File: src/rtl/ps2_scan_decoder.sv
// ps2_scan_decoder: pops PS/2 scan bytes from the receiver FIFO and decodes make/break/modifier state
module ps2_scan_decoder #(
    parameter int CNT_W         = 8,
    parameter bit IGNORE_REPEAT = 1'b1
) (
    input  logic             clk,
    input  logic             clrn,
    input  logic             ready,
    input  logic [7:0]       data,
    input  logic             overflow,
    output logic             nextdata_n,
    output logic [7:0]       key_code,
    output logic             key_ext,
    output logic             key_down,
    output logic             make_pulse,
    output logic             break_pulse,
    output logic [CNT_W-1:0] press_count,
    output logic             shift,
    output logic             ctrl,
    output logic             caps_lock,
    output logic             ovf_seen
);

    typedef enum logic [1:0] {WAIT, POP, DECODE} state_t;

    state_t     state;
    logic [7:0] byte_r;
    logic       ext_f, brk_f;
    logic       sh_l, sh_r, ct_l, ct_r;
    logic [8:0] held_r;
    logic [8:0] code;
    logic       is_rep;

    // Prefix-qualified code of the latched byte and typematic-repeat detection against the held key
    always_comb begin
        code   = {ext_f, byte_r};
        is_rep = IGNORE_REPEAT && key_down && (code == held_r);
    end

    assign shift = sh_l | sh_r;
    assign ctrl  = ct_l | ct_r;

    // Handshake FSM with byte decode; overflow is applied last so it overrides prefix latching
    always_ff @(posedge clk or negedge clrn) begin
        if (!clrn) begin
            state       <= WAIT;
            nextdata_n  <= 1'b1;
            byte_r      <= 8'h00;
            ext_f       <= 1'b0;
            brk_f       <= 1'b0;
            held_r      <= 9'h000;
            key_code    <= 8'h00;
            key_ext     <= 1'b0;
            key_down    <= 1'b0;
            make_pulse  <= 1'b0;
            break_pulse <= 1'b0;
            press_count <= '0;
            sh_l        <= 1'b0;
            sh_r        <= 1'b0;
            ct_l        <= 1'b0;
            ct_r        <= 1'b0;
            caps_lock   <= 1'b0;
            ovf_seen    <= 1'b0;
        end else begin
            make_pulse  <= 1'b0;
            break_pulse <= 1'b0;
            case (state)
                WAIT: if (ready) begin
                    byte_r     <= data;
                    nextdata_n <= 1'b0;
                    state      <= POP;
                end
                POP: begin
                    nextdata_n <= 1'b1;
                    state      <= DECODE;
                end
                default: begin
                    state <= WAIT;
                    if (byte_r == 8'hE0) ext_f <= 1'b1;
                    else if (byte_r == 8'hF0) brk_f <= 1'b1;
                    else begin
                        ext_f <= 1'b0;
                        brk_f <= 1'b0;
                        if (byte_r != 8'h00 && byte_r != 8'hFF) begin
                            if (brk_f) begin
                                key_code    <= byte_r;
                                key_ext     <= ext_f;
                                break_pulse <= 1'b1;
                                if (code == held_r) key_down <= 1'b0;
                            end else if (!is_rep) begin
                                key_code    <= byte_r;
                                key_ext     <= ext_f;
                                key_down    <= 1'b1;
                                held_r      <= code;
                                make_pulse  <= 1'b1;
                                press_count <= press_count + CNT_W'(1);
                                if (code == 9'h058) caps_lock <= ~caps_lock;
                            end
                            if (brk_f || !is_rep) begin
                                if (code == 9'h012) sh_l <= !brk_f;
                                if (code == 9'h059) sh_r <= !brk_f;
                                if (code == 9'h014) ct_l <= !brk_f;
                                if (code == 9'h114) ct_r <= !brk_f;
                            end
                        end
                    end
                end
            endcase
            if (overflow) begin
                ovf_seen <= 1'b1;
                ext_f    <= 1'b0;
                brk_f    <= 1'b0;
            end
        end
    end

endmodule

File: config.mk
export PLATFORM = sky130hd
export DESIGN_NAME = ps2_scan_decoder
export DESIGN_NICKNAME = d
export VERILOG_FILES = /design/src/rtl/ps2_scan_decoder.sv
export SDC_FILE = /design/constraint.sdc
export NUM_CORES = 1
export LEC_CHECK = 0
export CAP_MARGIN = 20
export CORE_MARGIN = 3
export CORE_UTILIZATION = 50
export DETAILED_ROUTE_END_ITERATION = 16
export PLACE_DENSITY = 0.75
export SETUP_SLACK_MARGIN = 0.5
export SLEW_MARGIN = 20
export SYNTH_ARGS = -nofsm -noshare
export SYNTH_HDL_FRONTEND = slang
export SYNTH_SLANG_ARGS = --single-unit
File: constraint.sdc
create_clock -name clk -period 3.5 [get_ports clk]
set_clock_uncertainty 0.05 [all_clocks]
set_input_delay 0.525 -clock clk [delete_from_list [all_inputs] [get_ports clk]]
set_output_delay 0.525 -clock clk [all_outputs]
set_load 0.01 [all_outputs]
==> flow_summary.ini <==
[global_routing]
grt_max_degree = 49
grt_pass1_wl_um = 7380
grt_pass1_vias = 1445
antenna_found_initial = 0
grtUsageTotal = 0.186
overflow = 0

[setup_path]
crit_type = reg2reg
cp.required_ps = 3640
arrival_ps = 2890
cp_max_fo = 13
regToRegSetupSlack_ps = 750
worst_setup_path_start_kind = flop
endpoint_kind = flop

[yosys]
ys_seq_elements = 48
ys_warn_count = 0
synth_edf_count = 0
yosysTopAreaCell = dfrtp_1
synth_top_cell_area_share = 0.544
syn_area_um2 = 2160
synth_area_per_cell_um2 = 12.7
yosys-top-cells-area = dfrtp_1 (54%), mux2_4 (6.2%), mux2_2 (5.2%)
synthCells = 170
syn-num-nets = 183
postSynth.asyncResetShare = 1.00
yosysSeqAreaShare = 0.556
dominantRegCellSynth = dfrtp_1
ys_types = 37

[floorplan]
die_area_um2 = 5150
io_pins = 37
die_y_um = 71.8
die_w_um = 71.8
start_util = 0.529
fp-row-count = 23
core_um2 = 4090

[cts]
clk_pin_slew_ps = 90
postCtsResizedCells = 0
cts_tree = built
holdBufCountCts = 0
htree_levels = 2
cts_root_buf = clkbuf_8
post_cts_buffers = 0
clock_latency_ps = 300
ctsLongestPathBuffers = 2
clkSinkCount = 48
cts_buffers = 5

[flow_run]
cap_viol_max_count = 0

[timing]
slew_headroom = 0.384
worst_pin_slew_ps = 921
period_share = 0.787
finalSetupViolCount = 0
fmax_mhz = 363
drv_slew = 0
hold_viol_final = 0
setup_tns_ps = 0
rsz0062_at_grt = false
min_period_ps = 2750
timing.final.ws_setup_ps = 745

[detailed_routing]
drtPass1Iterations = 4
wl_per_cell_um = 16.8
vias_per_cell = 5.59
antenna_left = 0
drc = 0
detail_route.wirelength_um = 4250
drt_iter0_drc = 92
vias = 1415

[power_and_ir_drop]
max-vdd-ir-drop_mv = 0.383
power_density_nw_per_um2 = 731
p_leak_nw = 1.13

[layout]
final_common_cell = dfrtp_1
drive_gt1_frac = 0.177
regArea_um2 = 1200
layoutNonFillerInstCount = 253
mostFrequentLayoutCells = dfrtp_1 (47), clkdlybuf4s50_1 (35), mux2_2 (10)
multi_input_area_um2 = 896
antenna_cells = 0
final_area_um2 = 2650
final.fill_count = 294
syn_to_final_growth_pct = 22.4
fin_nets = 215

[placed_design]
place.detailed.hpwl_um = 2970
routabilityCongestion = 0.809
placedCellCount = 245
port_buffers = 36
post_dp_cell_area_um2 = 2530
place_ws_ps = 773

[worst_hold_path]
hp-class = in2async

[status]
status = completed
flip-flops by register name, indices dropped and copies added, names as in the netlist, 2 cells and up:
name         cells
byte_r           8
held_r           9
key_code         8
press_count      8
state            2
where the power goes:
group / internal, mW / switching [mW] / total (mW)
Combinational: 0.387 / 0.246 / 0.632
Sequential: 0.728 / 0.181 / 0.909
Clock: 0.211 / 0.183 / 0.395
per-layer routing:
| layer | share of wire | wire (um) | GRT usage | vias up |
|---|---|---|---|---|
| li1 | - | - | - | 665 |
| met3 | 0.039 | 164 | 0.0435 | 10 |
| met1 | 0.46 | 1960 | 0.253 | 704 |
| met4 | 0.024 | 100 | 0.0731 | 0 |
| met5 | 0 | 0 | 0 | - |
| met2 | 0.47 | 2020 | 0.288 | 36 |
worst max-delay path, cell delays in order, from the launching register on:
cell     delay, ps
dfrtp_1        500
xor2_1         220
nor4_2         320
nand4_1        540
nand2_1        630
mux2_2         390
area by class of cell:
cell class                 count  area share
clock inverter                 3      0.0161
timing repair buffer          37       0.138
tap                           50      0.0236
clock buffer                   5      0.0260
multi-input combinational    107       0.338
sequential                    48       0.454
inverter                       3     0.00425
cells in the mapped netlist, drive strengths merged (3+ instances only):
library cell and count:
a21oi 4, a41oi 7, and3 3, buf 6, clkbuf 6, dfrtp 47
inv 3, mux2 27, nand2 6, nand3 5, nand4 6, nor2 5
nor3 3, nor4 4, or2 3, or4 3, xnor2 8, xor2 9
final timing paths:
kind,from,endpoint,cells after the start
max in group asynchronous,clrn,held_r[1]$_DFFE_PN0P_,1
setup / recovery,byte_r[6]$_DFFE_PN0P_,held_r[8]$_DFFE_PN0P_,5
hold / removal,clrn,key_code[3]$_DFFE_PN0P_,1
setup reg to reg,byte_r[6]$_DFFE_PN0P_,held_r[8]$_DFFE_PN0P_,5
hold reg to reg,caps_lock$_DFFE_PN0P_,caps_lock$_DFFE_PN0P_,1
min in group clk,caps_lock$_DFFE_PN0P_,caps_lock$_DFFE_PN0P_,1
logic make-up (layout without fill, tap and decap cells):
group | count (synthesis) | after routing | synth area share
AO/OA/AOI/OAI | 16 | 16 | 0.0578
adder cells (fa/ha/maj) | 1 | 1 | 0.00578
AND/OR/NAND/NOR | 46 | 46 | 0.126
multiplexers | 27 | 27 | 0.156
flip-flops | 48 | 48 | 0.556
XOR/XNOR | 17 | 17 | 0.0688
buffers and inverters | 15 | 48 | 0.0301
stage by stage:
step / hold slack (ps) / utilization / total power, mW
finish: 170 / 0.648 / 1.94
global route: 218 / 0.648 / 2.06
CTS: 386 / 0.648 / 1.95
detailed placement: 421 / 0.620 / 1.56
global placement: 404 / 0.620 / 1.53
floorplan: 179 / - / 1.26
(Power assumes the default switching activity.)
